===== src/rtl/hazard_stall_ctrl.sv =====
// Hazard/stall controller for the 5-stage MIPS pipeline: load-use stalls, branch flushes, memory waits.
// Optional HAZARD_PERF_EN adds stall_count/flush_count performance counters.
module hazard_stall_ctrl #(
    parameter int unsigned LOAD_STALL_CYCLES = 1,
    parameter int unsigned FLUSH_CYCLES      = 1,
    parameter int unsigned MEM_TIMEOUT       = 255
) (
    input  logic        clock,
    input  logic        reset_n,
    input  logic [4:0]  id_rs,
    input  logic [4:0]  id_rt,
    input  logic        id_uses_rt,
    input  logic        ex_mem_read,
    input  logic [4:0]  ex_rt,
    input  logic        branch_taken,
    input  logic        mem_busy,
    output logic        pc_write,
    output logic        if_id_write,
    output logic        if_id_flush,
    output logic        id_ex_bubble,
    output logic        pipe_hold,
    output logic        mem_timeout
`ifdef HAZARD_PERF_EN
    ,
    output logic [31:0] stall_count,
    output logic [31:0] flush_count
`endif
);

    localparam int unsigned CNT_MAX = (LOAD_STALL_CYCLES > FLUSH_CYCLES) ? LOAD_STALL_CYCLES
                                                                         : FLUSH_CYCLES;
    localparam int unsigned CNT_W   = (CNT_MAX > 1) ? $clog2(CNT_MAX) : 1;
    localparam int unsigned BUSY_W  = 8;

    typedef enum logic [1:0] {
        ST_RUN        = 2'd0,
        ST_LOAD_STALL = 2'd1,
        ST_FLUSH      = 2'd2
    } state_t;

    state_t              state_q, state_d;
    logic [CNT_W-1:0]    cnt_q, cnt_d;
    logic [BUSY_W-1:0]   busy_q, busy_d;
    logic                timeout_q;
    logic                load_use;

    assign load_use = ex_mem_read && (ex_rt != 5'd0) &&
                      ((ex_rt == id_rs) || (id_uses_rt && (ex_rt == id_rt)));

    // State, stall/flush counter, busy counter and sticky timeout flag
    always_ff @(posedge clock or negedge reset_n) begin
        if (!reset_n) begin
            state_q   <= ST_RUN;
            cnt_q     <= '0;
            busy_q    <= '0;
            timeout_q <= 1'b0;
        end else begin
            state_q   <= state_d;
            cnt_q     <= cnt_d;
            busy_q    <= busy_d;
            timeout_q <= timeout_q || (busy_d >= BUSY_W'(MEM_TIMEOUT));
        end
    end

    // Saturating count of consecutive busy cycles
    always_comb begin
        busy_d = '0;
        if (mem_busy) begin
            busy_d = (busy_q == {BUSY_W{1'b1}}) ? busy_q : busy_q + BUSY_W'(1);
        end
    end

    // Next state and combinational output decode; priority mem_busy > branch > load-use
    always_comb begin
        state_d      = state_q;
        cnt_d        = cnt_q;
        pc_write     = 1'b1;
        if_id_write  = 1'b1;
        if_id_flush  = 1'b0;
        id_ex_bubble = 1'b0;
        pipe_hold    = 1'b0;

        if (!reset_n) begin
            pc_write     = 1'b0;
            if_id_write  = 1'b0;
            if_id_flush  = 1'b1;
            id_ex_bubble = 1'b1;
        end else if (mem_busy) begin
            pc_write     = 1'b0;
            if_id_write  = 1'b0;
            pipe_hold    = 1'b1;
        end else begin
            case (state_q)
                ST_RUN: begin
                    if (branch_taken) begin
                        if_id_flush  = 1'b1;
                        id_ex_bubble = 1'b1;
                        if (FLUSH_CYCLES > 1) begin
                            state_d = ST_FLUSH;
                            cnt_d   = CNT_W'(FLUSH_CYCLES - 1);
                        end
                    end else if (load_use) begin
                        pc_write     = 1'b0;
                        if_id_write  = 1'b0;
                        id_ex_bubble = 1'b1;
                        if (LOAD_STALL_CYCLES > 1) begin
                            state_d = ST_LOAD_STALL;
                            cnt_d   = CNT_W'(LOAD_STALL_CYCLES - 1);
                        end
                    end
                end
                ST_LOAD_STALL: begin
                    pc_write     = 1'b0;
                    if_id_write  = 1'b0;
                    id_ex_bubble = 1'b1;
                    cnt_d        = cnt_q - CNT_W'(1);
                    if (cnt_q == CNT_W'(1)) begin
                        state_d = ST_RUN;
                    end
                end
                ST_FLUSH: begin
                    if_id_flush  = 1'b1;
                    id_ex_bubble = 1'b1;
                    cnt_d        = cnt_q - CNT_W'(1);
                    if (cnt_q == CNT_W'(1)) begin
                        state_d = ST_RUN;
                    end
                end
                default: begin
                    state_d = ST_RUN;
                    cnt_d   = '0;
                end
            endcase
        end
    end

    assign mem_timeout = timeout_q;

`ifdef HAZARD_PERF_EN
    // Outside reset, pc_write is low only for load-use stalls or memory waits
    always_ff @(posedge clock or negedge reset_n) begin
        if (!reset_n) begin
            stall_count <= '0;
            flush_count <= '0;
        end else begin
            if (!pc_write) begin
                stall_count <= stall_count + 32'd1;
            end
            if (if_id_flush) begin
                flush_count <= flush_count + 32'd1;
            end
        end
    end
`endif

endmodule


===== config.mk =====
export PLATFORM = sky130hd
export DESIGN_NAME = hazard_stall_ctrl
export DESIGN_NICKNAME = d
export VERILOG_FILES = /design/src/rtl/hazard_stall_ctrl.sv
export SDC_FILE = /design/constraint.sdc
export NUM_CORES = 1
export LEC_CHECK = 0
export BUFFER_PORTS_ARGS = -buffer_cell sky130_fd_sc_hd__buf_2
export CAP_MARGIN = 0
export CORE_MARGIN = 2
export CORE_UTILIZATION = 30
export DETAILED_ROUTE_END_ITERATION = 12
export SYNTH_ARGS = -nofsm -noshare
export SYNTH_HDL_FRONTEND = slang
export SYNTH_SLANG_ARGS = --single-unit

===== constraint.sdc =====
create_clock -name clock -period 1.5 [get_ports clock]
set_input_delay 0.3 -clock clock [delete_from_list [all_inputs] [get_ports clock]]
set_output_delay 0.3 -clock clock [all_outputs]
set_load 0.05 [all_outputs]

==> qor.json <==
{
  "run_status": {"value": "finished with violations"},
  "violations": {"value": "setup timing"},
  "finalClockSkew": {"value": 0.0103, "unit": "ns"},
  "critical_path.reg2reg.endpoint": {"value": "mem_timeout"},
  "yosysWarnings": {"value": 0},
  "syn_area_per_cell": {"value": 9.27, "unit": "µm²"},
  "ys_seq_area_frac": {"value": 0.328},
  "cts_buffers": {"value": 3},
  "cts.sinks": {"value": 9},
  "worstSkewPairLatency": {"value": 0.27, "unit": "ns"},
  "floorplan.initialDensity": {"value": 0.313},
  "hold_violations": {"value": 0},
  "cts.reportedPaths.clkPinSlew": {"value": 0.06, "unit": "ns"},
  "synth_xor_xnor_area_share": {"value": 0.166},
  "drt_wl_total": {"value": 1.94, "unit": "mm"},
  "grt_max_degree": {"value": 10},
  "timing.critical_path.from_type": {"value": "primary input"},
  "timing.critical_path.to_type": {"value": "primary output"},
  "p_leak": {"value": 0.000521, "unit": "µW"},
  "tmin_final": {"value": 1.80, "unit": "ns"},
  "vias_in_the_first_global_route": {"value": 740},
  "worstRegToRegCells": {"value": 4},
  "syn-num-nets": {"value": 96},
  "postPlaceCellArea": {"value": 953, "unit": "µm²"},
  "post-layout-total-power": {"value": 664, "unit": "µW"},
  "final_layout_size_suffix_gt1_frac": {"value": 0.508},
  "htreeDepth": {"value": 1},
  "cap_violations": {"value": 0},
  "die_height": {"value": 51.8, "unit": "µm"},
  "max-slew-margin-rel": {"value": 0.810},
  "simple_gate_fraction_of_synth_area": {"value": 0.217},
  "synth-seq-cells": {"value": 9},
  "synthDistinctLibCells": {"value": 35},
  "finish.utilization": {"value": 0.509},
  "place_ws": {"value": -0.489, "unit": "ns"},
  "unrepaired_setup_endpoints_after_global_routing": {"value": "true"},
  "worst_path_largest_cell_delay": {"value": 0.54, "unit": "ns"},
  "worst-endpoint-required": {"value": 1.20, "unit": "ns"},
  "slew_violations": {"value": 0},
  "detail_route.iter0.violations": {"value": 3},
  "num_vias": {"value": 738},
  "gpl.final_weighted_congestion": {"value": 0.867},
  "core_footprint": {"value": 2190, "unit": "µm²"},
  "dp.final_hpwl": {"value": 1.42, "unit": "mm"},
  "largest_family_of_logic_cells_by_synthesized_area": {"value": "compound AO/OA/AOI/OAI gates"},
  "fp.dieW": {"value": 51.8, "unit": "µm"},
  "finalWorstSetupSlack": {"value": -0.300, "unit": "ns"},
  "drtAntennaViolNets": {"value": 0},
  "most-common-layout-cells": {"value": "17 x sky130_fd_sc_hd__buf_2, 15 x sky130_fd_sc_hd__buf_4, 10 x sky130_fd_sc_hd__xor2_1"},
  "hp-class": {"value": "in -> async"},
  "stdcell_area": {"value": 1120, "unit": "µm²"},
  "filler_free_cell_count_of_the_finished_design": {"value": 146},
  "numPortBuffers": {"value": 26},
  "timing.critical_path.buf_inv": {"value": 2},
  "dieArea": {"value": 2680, "unit": "µm²"},
  "firstDrtPassIters": {"value": 4},
  "clockRootBuffer": {"value": "sky130_fd_sc_hd__clkbuf_4"},
  "vdd.ir_drop.worst": {"value": 0.545, "unit": "mV"},
  "placed_cell_count": {"value": 138},
  "path_max_fanout": {"value": 3},
  "synth_top_cell_area_share": {"value": 0.328},
  "finalNetCount": {"value": 141},
  "most_common_cell_after_layout_fill_and_taps_aside": {"value": "sky130_fd_sc_hd__buf_2"},
  "tightest_slew": {"value": 0.285, "unit": "ns"},
  "timing_worst_setup_path_type": {"value": "in -> out"},
  "post_synth_fa_ha_maj_area_fraction": {"value": 0.0182},
  "grt.overflow.total": {"value": 0},
  "cts_max_path_buffers": {"value": 2},
  "cp_cell_sequence": {"value": "buf_8 -> or4_4 -> o21ai_4 -> nand2b_4 -> o21bai_4 -> buf_8"},
  "synth-compound-area-share": {"value": 0.223},
  "finalSetupViolations": {"value": 3},
  "ff2ff_setup_slack": {"value": 0.07, "unit": "ns"},
  "path_delay_family": {"value": "simple AND/OR/NAND/NOR gates"},
  "worst_path_max_delay_cell": {"value": "sky130_fd_sc_hd__or4_4"},
  "cts_tree": {"value": "done"},
  "timing.critical_path.mode_cell": {"value": "sky130_fd_sc_hd__buf_8"},
  "mappedNetlistArea": {"value": 686, "unit": "µm²"},
  "postSynthCellCount": {"value": 74},
  "antenna_found_initial": {"value": 0},
  "boundaryPins": {"value": 27},
  "powerDensity": {"value": 595, "unit": "nW/µm²"},
  "wl_per_cell": {"value": 13.3, "unit": "µm"},
  "synthTopCellsByArea": {"value": "sky130_fd_sc_hd__dfrtp_1 33%, sky130_fd_sc_hd__xor2_1 13%, sky130_fd_sc_hd__o21ai_0 4.4%"},
  "maxClockFrequency": {"value": 555, "unit": "MHz"},
  "avgViaCountPerCell": {"value": 5.05},
  "area.growth.synth_to_final": {"value": 62.8, "unit": "%"},
  "critical_path_arrival": {"value": 1.50, "unit": "ns"},
  "placement_rows": {"value": 17},
  "timing.rr.start": {"value": "busy_q[0]"},
  "grt_first_pass_wirelength": {"value": 2.96, "unit": "mm"},
  "synth_top_cell_by_area": {"value": "sky130_fd_sc_hd__dfrtp_1"},
  "fill_cells": {"value": 198},
  "antenna_cells": {"value": 0},
  "fin_crit_sh": {"value": 1.20},
  "drcViolationCount": {"value": 0},
  "grt_overall_usage": {"value": 0.150},
  "synth.area.mux_share": {"value": 0.0146}
}
-- Yosys cell counts, drive strengths merged --
cell type and n:
xnor2 3, and2 2, a211oi 1, nand4 2, and4b 1, o21ai 6
o311a 1, nor4 1, nand4b 1, nor2 5, mux2i 1, a311oi 1
or4 1, a21oi 2, a41o 1, nand2 5, a211o 1, inv 2
or2b 1, nor3 1, and3 2, a32oi 1, a31oi 4, o21a 1
a21boi 1, xor2 10, nand3 1, and4 1, ha 1, dfrtp 9
o21bai 1, buf 2, nand2b 1
-- routing by layer --
metal / up-vias / GRT usage / wire (µm)
li1: 368 / - / -
met1: 345 / 0.146 / 750
met2: 23 / 0.306 / 1060
met3: 2 / 0.0460 / 126
met4: 0 / 0.0263 / 6
met5: - / 0 / 0
-- power breakdown --
part / total (µW) / leakage [µW] / internal [µW] / switching (µW)
clock: 189 / 0.0000150 / 103 / 86.9
sequential: 258 / 0.000120 / 250 / 8.60
combinational: 216 / 0.000386 / 113 / 104
total: 664 / 0.000521 / 465 / 199
-- worst reg2reg max path: stages, from the launching register on --
cell,delay (ns)
sky130_fd_sc_hd__dfrtp_1,0.41
sky130_fd_sc_hd__ha_4,0.18
sky130_fd_sc_hd__and4b_2,0.23
sky130_fd_sc_hd__a211o_2,0.33
sky130_fd_sc_hd__a41o_1,0.17
-- how the worst max path moves through the flow --
stage	startpoint	end	slack, ns	cells after the start
after global placement	ex_rt[3]	pc_write	-0.45	6
after global routing	id_rt[3]	pc_write	-0.40	6
final	ex_rt[2]	id_ex_bubble	-0.30	6
after detailed placement	ex_rt[1]	pc_write	-0.49	5
after CTS	id_rt[2]	pc_write	-0.37	6
after floorplan	ex_rt[3]	pc_write	-0.32	5
-- cell families after synthesis --
kind of cell / after synthesis
simple gates: 25
compound gates: 21
xor+xnor: 13
flops: 9
buf+inv: 4
mux: 1
fa+ha+maj: 1
-- through the flow --
step           hold slack [ns]  setup TNS [ns]
4_1_cts                 0.0263           -1.04
3_5_place_dp             0.133           -1.44
3_3_place_gp             0.129           -1.32
5_1_grt                 0.0316           -1.13
2_1_floorplan          0.00441          -0.733
6_report                0.0187          -0.896
-- final cells by class --
class,count,area (µm²),share of cell area
Multi-Input combinational cell,61,495,0.444
Timing Repair Buffer,42,324,0.290
Sequential cell,9,228,0.204
Tap cell,28,35.0,0.0314
Clock buffer,4,26.3,0.0235
Inverter,2,7.51,0.00673
-- flip-flops by register name, summed over array words and instances (netlist names) --
name / count
busy_q: 8
mem_timeout: 1
-- repair_timing --
| item | 4_1_cts | 5_1_grt |
|---|---|---|
| resized for setup | 19 | 7 |
| endpoints found under the hold margin | 2 | 0 |
| endpoints found under the setup margin | 4 | 4 |
| buffers inserted | 1 | 2 |
| pin swaps | 8 | 7 |
| hold buffers | 1 | 0 |
(Power assumes the default switching activity.)
